[src/rtl/trace_repository_datatypes.sv]
// Shared types for the trace repository and its replay-phase consumers.
// Entry layout, dispatcher states and opcode constants live here.
package trace_repository_datatypes;

  localparam int TRACE_ENTRIES = 16;
  localparam int TIDX          = $clog2(TRACE_ENTRIES);
  localparam int REPO_ADDR_W   = 16;
  localparam int REPO_DATA_W   = 32;

  typedef struct packed {
    logic [REPO_ADDR_W-1:0] mem_addr;
    logic [REPO_DATA_W-1:0] instruction;
  } trace_repo_data_entry;

  typedef enum logic [2:0] {
    ST_IDLE,
    ST_REQUEST,
    ST_WAIT_ENTRY,
    ST_CANCEL_WAIT,
    ST_MEM_REQ,
    ST_MEM_WAIT,
    ST_MARK,
    ST_DONE
  } dispatch_state_t;

  localparam logic [6:0] OPC_LOAD  = 7'b0000011;
  localparam logic [6:0] OPC_STORE = 7'b0100011;

  typedef enum logic [1:0] {
    PF_NONE,
    PF_LOAD,
    PF_STORE
  } prefetch_kind_t;

endpackage

[src/rtl/trace_opcode_decoder.sv]
// Classifies a RISC-V instruction as load, store or non-memory.
// Purely combinational; reused by later analysis blocks.
module trace_opcode_decoder
  import trace_repository_datatypes::*;
#(
  parameter int W = 32
) (
  input  logic [W-1:0] instr_i,
  output logic         is_mem_o,
  output logic         is_store_o
);

  logic [6:0] opc;
  logic       unused_hi;

  assign opc       = instr_i[6:0];
  assign unused_hi = ^instr_i[W-1:7];

  always_comb begin
    is_mem_o   = 1'b0;
    is_store_o = 1'b0;
    unique case (1'b1)
      (opc == OPC_LOAD): is_mem_o = 1'b1;
      (opc == OPC_STORE): begin
        is_mem_o   = 1'b1;
        is_store_o = 1'b1;
      end
      default: ;
    endcase
  end

endmodule

[src/rtl/trace_prefetch_dispatcher.sv]
// Replay-phase consumer: pulls trace entries, issues data prefetches
// for loads/stores and retires each entry through mark_done.
module trace_prefetch_dispatcher
  import trace_repository_datatypes::*;
#(
  parameter int DATA_ADDR_WIDTH = 16,
  parameter int DATA_DATA_WIDTH = 32,
  parameter int CANCEL_TIMEOUT  = 16,
  parameter int MEM_TIMEOUT     = 64
) (
  input  logic                       clk,
  input  logic                       rst_n,
  input  logic                       lock,
  output logic                       trace_req,
  output logic                       cancel,
  input  trace_repo_data_entry       trace_in,
  input  logic [TIDX-1:0]            trace_index_i,
  input  logic                       entry_valid,
  input  logic                       cancelled,
  input  logic                       processing_complete,
  output logic [TIDX-1:0]            index_done,
  output logic                       mark_done,
  output logic                       processing_flag,
  output logic                       mem_trace_flag,
  output logic [DATA_ADDR_WIDTH-1:0] mem_addr_o,
  input  logic                       mark_done_valid,
  output logic                       mem_req_o,
  output logic                       mem_we_o,
  input  logic                       mem_gnt_i,
  input  logic                       mem_rvalid_i,
  output logic                       busy_o,
  output logic                       done_o,
  output logic [15:0]                prefetch_count_o
);

  if (CANCEL_TIMEOUT < 1 || CANCEL_TIMEOUT > 255 ||
      MEM_TIMEOUT < 1 || MEM_TIMEOUT > 255) begin : g_bad_timeout
    $error("timeouts must lie in 1..255 for the 8-bit timer");
  end

  localparam logic [7:0] CANCEL_LAST = 8'(CANCEL_TIMEOUT - 1);
  localparam logic [7:0] MEM_LAST    = 8'(MEM_TIMEOUT - 1);

  dispatch_state_t             state_q, state_d;
  logic [7:0]                  timer_q, timer_d;
  logic [DATA_ADDR_WIDTH-1:0]  addr_q, addr_d;
  logic [TIDX-1:0]             idx_q, idx_d;
  prefetch_kind_t              kind_q, kind_d;
  logic                        flag_q, flag_d;
  logic                        done_q, done_d;
  logic [15:0]                 cnt_q, cnt_d;
  logic                        req_q, req_d;
  logic                        cancel_q, cancel_d;
  logic                        mreq_q, mreq_d;
  logic                        we_q, we_d;
  logic                        mark_q, mark_d;
  logic                        pflag_q, pflag_d;
  logic [TIDX-1:0]             xidx_q, xidx_d;
  logic [DATA_ADDR_WIDTH-1:0]  xaddr_q, xaddr_d;
  logic                        busy_q, busy_d;
  logic                        dec_mem, dec_store;

  trace_opcode_decoder #(
    .W (DATA_DATA_WIDTH)
  ) u_dec (
    .instr_i    (trace_in.instruction),
    .is_mem_o   (dec_mem),
    .is_store_o (dec_store)
  );

  always_comb begin
    state_d = state_q;
    addr_d  = addr_q;
    idx_d   = idx_q;
    kind_d  = kind_q;
    flag_d  = flag_q;
    done_d  = done_q;
    cnt_d   = cnt_q;
    unique case (state_q)
      ST_IDLE: if (lock && !done_q) state_d = ST_REQUEST;
      ST_REQUEST: state_d = ST_WAIT_ENTRY;
      ST_WAIT_ENTRY, ST_CANCEL_WAIT: begin
        if (state_q == ST_WAIT_ENTRY && processing_complete) begin
          state_d = ST_DONE;
          done_d  = 1'b1;
        end else if (entry_valid) begin
          addr_d  = DATA_ADDR_WIDTH'(trace_in.mem_addr);
          idx_d   = trace_index_i;
          kind_d  = dec_store ? PF_STORE : (dec_mem ? PF_LOAD : PF_NONE);
          flag_d  = 1'b0;
          state_d = dec_mem ? ST_MEM_REQ : ST_MARK;
        end else if (state_q == ST_WAIT_ENTRY) begin
          if (timer_q == CANCEL_LAST) state_d = ST_CANCEL_WAIT;
        end else if (cancelled) begin
          state_d = ST_REQUEST;
        end
      end
      ST_MEM_REQ, ST_MEM_WAIT: begin
        if ((state_q == ST_MEM_WAIT || mem_gnt_i) && mem_rvalid_i) begin
          cnt_d   = (cnt_q == 16'hFFFF) ? cnt_q : cnt_q + 16'd1;
          flag_d  = 1'b1;
          state_d = ST_MARK;
        end else if (state_q == ST_MEM_REQ) begin
          if (mem_gnt_i) state_d = ST_MEM_WAIT;
        end else if (timer_q == MEM_LAST) begin
          flag_d  = 1'b0;
          state_d = ST_MARK;
        end
      end
      ST_MARK: if (mark_done_valid) state_d = lock ? ST_REQUEST : ST_IDLE;
      ST_DONE: ;
      default: state_d = ST_IDLE;
    endcase
    // Dropping lock aborts everything except an unacknowledged retire.
    if (!lock && state_q != ST_MARK) begin
      state_d = ST_IDLE;
      done_d  = 1'b0;
    end
    timer_d  = (state_d != state_q) ? 8'd0 : timer_q + 8'd1;
    req_d    = (state_d == ST_REQUEST) || (state_d == ST_WAIT_ENTRY);
    cancel_d = (state_d == ST_CANCEL_WAIT);
    mreq_d   = (state_d == ST_MEM_REQ);
    we_d     = mreq_d && (kind_d == PF_STORE);
    mark_d   = (state_d == ST_MARK);
    pflag_d  = mark_d && flag_d;
    xidx_d   = mark_d ? idx_d : '0;
    xaddr_d  = (mark_d || mreq_d) ? addr_d : '0;
    busy_d   = (state_d != ST_IDLE) && (state_d != ST_DONE);
  end

  always_ff @(posedge clk or negedge rst_n) begin
    if (!rst_n) begin
      state_q  <= ST_IDLE;
      timer_q  <= '0;
      addr_q   <= '0;
      idx_q    <= '0;
      kind_q   <= PF_NONE;
      flag_q   <= 1'b0;
      done_q   <= 1'b0;
      cnt_q    <= '0;
      req_q    <= 1'b0;
      cancel_q <= 1'b0;
      mreq_q   <= 1'b0;
      we_q     <= 1'b0;
      mark_q   <= 1'b0;
      pflag_q  <= 1'b0;
      xidx_q   <= '0;
      xaddr_q  <= '0;
      busy_q   <= 1'b0;
    end else begin
      state_q  <= state_d;
      timer_q  <= timer_d;
      addr_q   <= addr_d;
      idx_q    <= idx_d;
      kind_q   <= kind_d;
      flag_q   <= flag_d;
      done_q   <= done_d;
      cnt_q    <= cnt_d;
      req_q    <= req_d;
      cancel_q <= cancel_d;
      mreq_q   <= mreq_d;
      we_q     <= we_d;
      mark_q   <= mark_d;
      pflag_q  <= pflag_d;
      xidx_q   <= xidx_d;
      xaddr_q  <= xaddr_d;
      busy_q   <= busy_d;
    end
  end

  assign trace_req        = req_q;
  assign cancel           = cancel_q;
  assign index_done       = xidx_q;
  assign mark_done        = mark_q;
  assign processing_flag  = pflag_q;
  assign mem_trace_flag   = mark_q;
  assign mem_addr_o       = xaddr_q;
  assign mem_req_o        = mreq_q;
  assign mem_we_o         = we_q;
  assign busy_o           = busy_q;
  assign done_o           = done_q;
  assign prefetch_count_o = cnt_q;

endmodule

[config.mk]
export PLATFORM = sky130hd
export DESIGN_NAME = trace_prefetch_dispatcher
export DESIGN_NICKNAME = d
export VERILOG_FILES = /design/src/rtl/trace_repository_datatypes.sv /design/src/rtl/trace_opcode_decoder.sv /design/src/rtl/trace_prefetch_dispatcher.sv
export SDC_FILE = /design/constraint.sdc
export NUM_CORES = 1
export LEC_CHECK = 0
export CAP_MARGIN = 20
export CORE_ASPECT_RATIO = 0.75
export CORE_UTILIZATION = 51
export CTS_BUF_LIST = sky130_fd_sc_hd__clkbuf_16
export CTS_CLUSTER_SIZE = 25
export DETAILED_ROUTE_END_ITERATION = 7
export HOLD_SLACK_MARGIN = 0.08
export PLACE_DENSITY = 0.83
export REMOVE_ABC_BUFFERS = 1
export SETUP_SLACK_MARGIN = 0.3
export SLEW_MARGIN = 0
export SYNTH_ARGS = -nofsm -noshare
export SYNTH_HDL_FRONTEND = slang
export SYNTH_SLANG_ARGS = --single-unit
[constraint.sdc]
create_clock -name clk -period 8 [get_ports clk]
set_clock_uncertainty 0.1 [all_clocks]
set_input_delay 2.4 -clock clk [delete_from_list [all_inputs] [get_ports clk]]
set_output_delay 2.4 -clock clk [all_outputs]
set_load 0.005 [all_outputs]
==> metrics.json, run 1 <==
{
  "cts_tree": {"value": "built"},
  "fin_worst_hold_slack": {"value": 0.373, "unit": "ns"},
  "design.die.area": {"value": 7310, "unit": "um2"},
  "crit_family": {"value": "compound AO/OA/AOI/OAI gates"},
  "die_w": {"value": 98.4, "unit": "um"},
  "clock_sink_count": {"value": 78},
  "pwr-share-seq": {"value": 36.4, "unit": "%"},
  "final-hold-violation-count": {"value": 0},
  "grt_pass1_wl": {"value": 12900, "unit": "um"},
  "drt_iter0_markers": {"value": 225},
  "sum_of_overflow_across_all_layers_after_global_routing": {"value": 0},
  "syn_area": {"value": 3550, "unit": "um2"},
  "crit_path_max_fanout": {"value": 18},
  "dr_vias_cell": {"value": 5.64},
  "yosys.cell_types.count": {"value": 54},
  "numCtsBuffers": {"value": 9},
  "power.ir.vdd_worst": {"value": 0.188, "unit": "mV"},
  "timing.slew.headroom": {"value": 36.2, "unit": "%"},
  "timing.critical_path.from_type": {"value": "input pin"},
  "start_util": {"value": 54.6, "unit": "%"},
  "dp_hpwl": {"value": 5180, "unit": "um"},
  "grt_setup_unrepaired": {"value": "no"},
  "route.vias.total": {"value": 2718},
  "slew_violations": {"value": 0},
  "clock_insertion_delay_worst_skew": {"value": 0.33, "unit": "ns"},
  "first_global_vias": {"value": 2685},
  "post-cts-setup-buffer-count": {"value": 0},
  "detail_route.drc_violations": {"value": 0},
  "cellPowerDensity": {"value": 334, "unit": "nW/um2"},
  "seq_area_frac_synth": {"value": 54.9, "unit": "%"},
  "number_of_setup_violations_in_the_final_report": {"value": 0},
  "grt_start_max_net_pins": {"value": 79},
  "filler_cell_count": {"value": 434},
  "worst-endpoint-arrival": {"value": 4.68, "unit": "ns"},
  "max_cap_violations": {"value": 0},
  "worstPathCellList": {"value": "clkdlybuf4s50_1 > and3b_1 > o21ai_0 > and4_1 > a211oi_1 > o21ai_2 > buf_8 > nor3b_2"},
  "power.internal": {"value": 0.00106, "unit": "W"},
  "grt_use_met1": {"value": 28.9, "unit": "%"},
  "totalWireLength": {"value": 8160, "unit": "um"},
  "timing.hold.worst.class": {"value": "register to register"},
  "most-common-layout-cells": {"value": "sky130_fd_sc_hd__clkdlybuf4s50_1 (79), sky130_fd_sc_hd__dfrtp_1 (78), sky130_fd_sc_hd__nand2_1 (22), sky130_fd_sc_hd__nor2_1 (22), sky130_fd_sc_hd__nor2b_1 (22)"},
  "postRouteAntennaNets": {"value": 0},
  "syn_to_final_growth": {"value": 32.9, "unit": "%"},
  "ys_warn_count": {"value": 0},
  "run_status": {"value": "complete, no violations"},
  "core_region_area": {"value": 6510, "unit": "um2"},
  "grt.met3_usage": {"value": 8.18, "unit": "%"},
  "antenna_cells_inserted": {"value": 0},
  "detail_route.wl_per_cell": {"value": 16.9, "unit": "um"},
  "power.leakage": {"value": 1.97, "unit": "nW"},
  "globalRouteTotalUtil": {"value": 23.1, "unit": "%"},
  "period_utilization": {"value": 56.5, "unit": "%"},
  "cts-root-to-sink-buffers": {"value": 2},
  "cts.clk_slew.worst_paths": {"value": 0.06, "unit": "ns"},
  "place_congestion": {"value": 0.895},
  "boundaryPins": {"value": 106},
  "drt_pass1_iterations": {"value": 7},
  "cts_resized": {"value": 0},
  "post_synth_inst_count": {"value": 316},
  "synth-main-ff-cell": {"value": "sky130_fd_sc_hd__dfrtp_1"},
  "worstPathRequired": {"value": 8.16, "unit": "ns"},
  "pwr-share-clk": {"value": 27.7, "unit": "%"},
  "critical_path.slowest_cell": {"value": "sky130_fd_sc_hd__clkdlybuf4s50_1"},
  "asyncSetResetFlopFracSynth": {"value": 100, "unit": "%"},
  "post-route-min-period": {"value": 4.52, "unit": "ns"},
  "critPathKind": {"value": "input pin to register"},
  "synth-edff-count": {"value": 0},
  "finish.net_count": {"value": 461},
  "multi_input_area": {"value": 1490, "unit": "um2"},
  "mean_syn_cell_area": {"value": 11.2, "unit": "um2"},
  "cts_root_buffer_type": {"value": "sky130_fd_sc_hd__clkbuf_16"},
  "total_switching_power": {"value": 0.000519, "unit": "W"},
  "clock.fmax": {"value": 0.221, "unit": "GHz"},
  "buffer_ports.inserted": {"value": 80},
  "met2_usage": {"value": 37.1, "unit": "%"},
  "timing.critical_path.buf_inv": {"value": 2},
  "die-height": {"value": 74.3, "unit": "um"},
  "cts_max_level": {"value": 3},
  "placementRows": {"value": 25},
  "final_total_negative_setup_slack": {"value": 0, "unit": "ns"},
  "holdBufCountCts": {"value": 0},
  "ys_seq_elements": {"value": 78},
  "busiest_layer": {"value": "met2"},
  "fraction_of_power_spent_switching_nets": {"value": 32.9, "unit": "%"},
  "setup.worst_path.end_class": {"value": "register"},
  "max_slew.worst_pin.slew": {"value": 0.958, "unit": "ns"},
  "grt_antenna_before_repair": {"value": 0},
  "design_power_total": {"value": 0.00158, "unit": "W"},
  "timing.critical_path.slowest_cell_delay": {"value": 0.60, "unit": "ns"},
  "layout_commonest_cell": {"value": "sky130_fd_sc_hd__clkdlybuf4s50_1"},
  "drive_above_1_share": {"value": 12.7, "unit": "%"},
  "area_of_all_sequential_standard_cells": {"value": 1950, "unit": "um2"},
  "comb_power_share": {"value": 35.9, "unit": "%"}
}
==> power by group through the flow <==
stage / Sequential, W / Combinational (W) / Clock (W)
2_1_floorplan: 0.000569 / 0.000329 / 0
3_3_place_gp: 0.000574 / 0.000520 / 0
3_5_place_dp: 0.000580 / 0.000539 / 0
4_1_cts: 0.000573 / 0.000553 / 0.000443
5_1_grt: 0.000587 / 0.000612 / 0.000461
6_report: 0.000574 / 0.000567 / 0.000438
==> worst register-to-register path, cell delays in order, from the launching register on <==
cell	delay [ns]
sky130_fd_sc_hd__dfrtp_1	0.86
sky130_fd_sc_hd__inv_1	0.21
sky130_fd_sc_hd__ha_1	0.37
sky130_fd_sc_hd__nor2_2	0.34
sky130_fd_sc_hd__o21ai_0	0.16
sky130_fd_sc_hd__and4_1	0.26
sky130_fd_sc_hd__a211oi_1	0.52
sky130_fd_sc_hd__o21ai_2	0.25
sky130_fd_sc_hd__buf_8	0.22
sky130_fd_sc_hd__nor3b_2	0.16
==> area by class of cell <==
| type | count | area share (%) |
|---|---|---|
| Inverter | 10 | 0.795 |
| Timing Repair Buffer | 82 | 17.4 |
| Sequential cell | 78 | 41.3 |
| Clock inverter | 7 | 2.04 |
| Clock buffer | 9 | 4.77 |
| Tap cell | 81 | 2.15 |
| Multi-Input combinational cell | 215 | 31.5 |
==> flip-flops by register name, summed over array words and instances, names as in the netlist <==
register / cells
mem_addr_o: 16
timer_q: 8
cancel: 1
addr_q: 16
mem_we_o: 1
kind_q: 2
trace_req: 1
busy_o: 1
mem_req_o: 1
flag_q: 1
processing_flag: 1
index_done: 4
mark_done: 1
prefetch_count_o: 16
done_o: 1
idx_q: 4
state_q: 3
==> cell usage after synthesis (2+ instances only) <==
cell type                  instances  area (um2)
sky130_fd_sc_hd__o21ai_2           2        17.5
sky130_fd_sc_hd__mux2_2           21         236
sky130_fd_sc_hd__and3b_1           4        35.0
sky130_fd_sc_hd__a21oi_1           7        35.0
sky130_fd_sc_hd__nand3b_1          2        15.0
sky130_fd_sc_hd__nand2b_1          5        31.3
sky130_fd_sc_hd__buf_4             2        15.0
sky130_fd_sc_hd__a221o_1           3        30.0
sky130_fd_sc_hd__o32a_1            2        20.0
sky130_fd_sc_hd__nor4_1            2        12.5
sky130_fd_sc_hd__o2111a_1          2        22.5
sky130_fd_sc_hd__nand3_1           8        40.0
sky130_fd_sc_hd__buf_2             9        45.0
sky130_fd_sc_hd__a21oi_2           2        17.5
sky130_fd_sc_hd__ha_1              4        50.1
sky130_fd_sc_hd__nand4_1           5        31.3
sky130_fd_sc_hd__xor2_1            6        52.6
sky130_fd_sc_hd__nand2_1          22        82.6
sky130_fd_sc_hd__mux2i_1           2        20.0
sky130_fd_sc_hd__xnor2_1          17         149
sky130_fd_sc_hd__inv_1             9        33.8
sky130_fd_sc_hd__o31ai_1           2        15.0
sky130_fd_sc_hd__a211oi_1          3        22.5
sky130_fd_sc_hd__dfrtp_1          78        1950
sky130_fd_sc_hd__nor2_1           22        82.6
sky130_fd_sc_hd__nor3_1           14        70.1
sky130_fd_sc_hd__nor2b_1          22         138
sky130_fd_sc_hd__and3_1            2        12.5
sky130_fd_sc_hd__o21ai_0          12        60.1
==> logic make-up (layout without fill, tap and decap cells) <==
kind of cell    after synthesis  in the layout  share of synthesized area, %
simple gates                116            116                          17.4
flops                        78             78                          54.9
compound gates               49             49                          10.3
xor+xnor                     23             23                          5.67
mux                          23             23                          7.22
buf+inv                      23            108                          3.17
fa+ha+maj                     4              4                          1.41
==> layer usage <==
layer / share of wire, % / up-vias
met4: 2.2 / 0
met5: 0 / -
met1: 42 / 1299
met3: 8.1 / 26
li1: - / 1271
met2: 47 / 122
==> through the flow <==
stage | instance area (um2) | cells | utilization [%] | setup WS [ns]
floorplan | 3480 | 303 | - | 4.07
global route | 4720 | 482 | 72.6 | 3.41
global placement | 4390 | 465 | 67.4 | 3.06
finish | 4720 | 482 | 72.6 | 3.48
detailed placement | 4390 | 465 | 67.4 | 2.98
CTS | 4710 | 481 | 72.4 | 3.32
==> worst paths after layout <==
kind | from | depth (start not counted) | slack [ns] | endpoint
max | processing_complete | 8 | 3.48 | processing_flag$_DFF_PN0_
min | kind_q[1]$_DFF_PN0_ | 2 | 0.37 | kind_q[1]$_DFF_PN0_
max reg2reg | state_q[2]$_DFF_PN0_ | 9 | 4.47 | processing_flag$_DFF_PN0_
min reg2reg | kind_q[1]$_DFF_PN0_ | 2 | 0.37 | kind_q[1]$_DFF_PN0_
max in group asynchronous | rst_n | 1 | 5.07 | timer_q[0]$_DFF_PN0_
min in group asynchronous | rst_n | 1 | 2.12 | mem_addr_o[9]$_DFF_PN0_
No activity file was read; power rests on OpenSTA's default activity.
==> run 2, diff against run 1 <==
CORE_UTILIZATION = 43   (was 51)
PLACE_DENSITY = 0.74   (was 0.83)
clock period = 4 ns   (was 8 ns; I/O delays follow)
==> metrics.json, run 2 (synthesis gave the netlist of run 1 again) <==
{
  "first_global_vias": {"value": 2573, "change": "-4.2%"},
  "design.die.area": {"value": 8640, "unit": "um2", "change": "+18%"},
  "timing.critical_path.buf_inv": {"value": 2, "change": "unchanged"},
  "clock.fmax": {"value": 0.313, "unit": "GHz"},
  "multi_input_area": {"value": 1490, "unit": "um2", "change": "unchanged"},
  "cts.clk_slew.worst_paths": {"value": 0.06, "unit": "ns", "change": "about the same"},
  "cts_resized": {"value": 0, "change": "unchanged"},
  "post-cts-setup-buffer-count": {"value": 0, "change": "unchanged"},
  "grt_pass1_wl": {"value": 12400, "unit": "um", "change": "-4.3%"},
  "cts_root_buffer_type": {"value": "sky130_fd_sc_hd__clkbuf_16"},
  "holdBufCountCts": {"value": 0, "change": "unchanged"},
  "dp_hpwl": {"value": 5100, "unit": "um", "change": "-1.5%"},
  "max_cap_violations": {"value": 0, "change": "unchanged"},
  "critPathKind": {"value": "register to register"},
  "detail_route.wl_per_cell": {"value": 14.6, "unit": "um", "change": "-14%"},
  "cellPowerDensity": {"value": 643, "unit": "nW/um2", "change": "+92%"},
  "power.ir.vdd_worst": {"value": 0.297, "unit": "mV", "change": "+58%"},
  "setup.worst_path.end_class": {"value": "register"},
  "run_status": {"value": "complete, no violations"},
  "clock_sink_count": {"value": 78, "change": "unchanged"},
  "detail_route.drc_violations": {"value": 0, "change": "unchanged"},
  "die-height": {"value": 80.7, "unit": "um", "change": "+8.7%"},
  "cts_max_level": {"value": 3, "change": "unchanged"},
  "drive_above_1_share": {"value": 13.8, "unit": "%", "change": "+1.1 points"},
  "dpl-instance-area": {"value": 4470, "unit": "um2", "change": "+1.9%"},
  "timing.slew.headroom": {"value": 35.9, "unit": "%", "change": "-0.28 points"},
  "slew_violations": {"value": 0, "change": "unchanged"},
  "worstPathCellList": {"value": "inv_1 > ha_1 > nor2_2 > o21ai_0 > and4_1 > a211oi_1 > o21ai_2 > buf_8 > nor2b_1"},
  "crit_family": {"value": "compound AO/OA/AOI/OAI gates"},
  "boundaryPins": {"value": 106, "change": "unchanged"},
  "start_util": {"value": 44.7, "unit": "%", "change": "-9.9 points"},
  "dr_vias_cell": {"value": 5.15, "change": "-8.7%"},
  "area_of_all_sequential_standard_cells": {"value": 1950, "unit": "um2", "change": "unchanged"},
  "antenna_cells_inserted": {"value": 0, "change": "unchanged"},
  "power.leakage": {"value": 1.99, "unit": "nW", "change": "+0.88%"},
  "globalRouteTotalUtil": {"value": 18.9, "unit": "%", "change": "-4.2 points"},
  "final-hold-violation-count": {"value": 0, "change": "unchanged"},
  "timing.hold.worst.class": {"value": "register to register"},
  "worstPathRequired": {"value": 4.15, "unit": "ns", "change": "-4.01 ns"},
  "syn_to_final_growth": {"value": 34.1, "unit": "%"},
  "totalWireLength": {"value": 7470, "unit": "um", "change": "-8.5%"},
  "cts_tree": {"value": "built"},
  "timing.critical_path.slowest_cell_delay": {"value": 0.74, "unit": "ns", "change": "+0.14 ns"},
  "crit_path_max_fanout": {"value": 20, "change": "+2"},
  "post-route-min-period": {"value": 3.20, "unit": "ns"},
  "die_w": {"value": 107, "unit": "um", "change": "+8.7%"},
  "finish.net_count": {"value": 466, "change": "+1.1%"},
  "route.vias.total": {"value": 2630, "change": "-3.2%"},
  "grt_antenna_before_repair": {"value": 0, "change": "unchanged"},
  "critical_path.slowest_cell": {"value": "sky130_fd_sc_hd__dfrtp_1"},
  "number_of_setup_violations_in_the_final_report": {"value": 0, "change": "unchanged"},
  "drt_iter0_markers": {"value": 78, "change": "-65%"},
  "cts-root-to-sink-buffers": {"value": 2, "change": "unchanged"},
  "numCtsBuffers": {"value": 9, "change": "unchanged"},
  "timing.critical_path.from_type": {"value": "register"},
  "clock_insertion_delay_worst_skew": {"value": 0.33, "unit": "ns", "change": "about the same"},
  "placementRows": {"value": 28, "change": "+12%"},
  "layout.cell_area.non_filler": {"value": 4770, "unit": "um2", "change": "+0.93%"},
  "final_total_negative_setup_slack": {"value": 0, "unit": "ns", "change": "unchanged"},
  "filler_cell_count": {"value": 690, "change": "+59%"},
  "layout_commonest_cell": {"value": "sky130_fd_sc_hd__clkdlybuf4s50_1"},
  "most-common-layout-cells": {"value": "sky130_fd_sc_hd__clkdlybuf4s50_1 (79), sky130_fd_sc_hd__dfrtp_1 (78), sky130_fd_sc_hd__nand2_1 (22), sky130_fd_sc_hd__nor2_1 (22), sky130_fd_sc_hd__nor2b_1 (22)"},
  "period_utilization": {"value": 80.0, "unit": "%"},
  "drt_pass1_iterations": {"value": 5, "change": "-2"},
  "place_congestion": {"value": 0.857, "change": "-4.3%"},
  "grt_setup_unrepaired": {"value": "no"},
  "sum_of_overflow_across_all_layers_after_global_routing": {"value": 0, "change": "unchanged"},
  "worst-endpoint-arrival": {"value": 3.35, "unit": "ns", "change": "-1.33 ns"},
  "grt_start_max_net_pins": {"value": 79, "change": "unchanged"},
  "max_slew.worst_pin.slew": {"value": 0.962, "unit": "ns", "change": "+0.00425 ns"},
  "postRouteAntennaNets": {"value": 0, "change": "unchanged"},
  "core_region_area": {"value": 7950, "unit": "um2", "change": "+22%"},
  "buffer_ports.inserted": {"value": 80, "change": "unchanged"},
  "design_power_total": {"value": 0.00307, "unit": "W", "change": "+94%"}
}
-- run 2: cell types whose count changed in the layout (fill, tap and decap cells not counted), sizes merged --
cell / delta
buf: +5
bufinv: -1
clkinv: +3
clkinvlp: -1
inv: -1
-- run 2: area by class of cell --
class	instances	share of cell area, %
Sequential cell	78	40.9
Multi-Input combinational cell	215	31.3
Timing Repair Buffer	87	18.0
Clock buffer	9	4.72
Tap cell	105	2.76
Clock inverter	7	1.52
Inverter	10	0.787
-- run 2: stage by stage --
step	util (%)	std cells	setup WS (ns)	hold slack, ns
4_1_cts	59.9	511	0.825	0.371
3_3_place_gp	56.0	494	0.267	0.358
6_report	59.9	511	0.800	0.368
5_1_grt	59.9	511	0.579	0.388
2_1_floorplan	-	303	1.27	0.344
3_5_place_dp	56.2	495	0.491	0.363
-- run 2: where the power goes --
part	switching, W	leakage, nW	internal [W]
sequential	0.000113	1.02	0.00101
combinational	0.000555	0.824	0.000578
clock	0.000324	0.143	0.000484
total	0.000993	1.99	0.00207
-- run 2: worst paths after layout --
path,startpoint,to,slack [ns],depth (start not counted)
worst max-delay path,state_q[1]$_DFF_PN0_,mem_addr_o[12]$_DFF_PN0_,0.80,9
worst max register to register,state_q[1]$_DFF_PN0_,mem_addr_o[12]$_DFF_PN0_,0.80,9
worst min-delay path,timer_q[0]$_DFF_PN0_,timer_q[0]$_DFF_PN0_,0.37,1
worst min register to register,timer_q[0]$_DFF_PN0_,timer_q[0]$_DFF_PN0_,0.37,1
max in group asynchronous,rst_n,timer_q[0]$_DFF_PN0_,2.26,1
min in group asynchronous,rst_n,prefetch_count_o[2]$_DFFE_PN0P_,0.91,1
-- run 2: routing by layer --
metal  up-vias  GRT usage [%]  routed length, um
li1       1269              -                  -
met1      1276           25.6               3510
met2        78           28.8               3330
met3         7           5.38                539
met4         0           7.53                 80
met5         -              0                  0
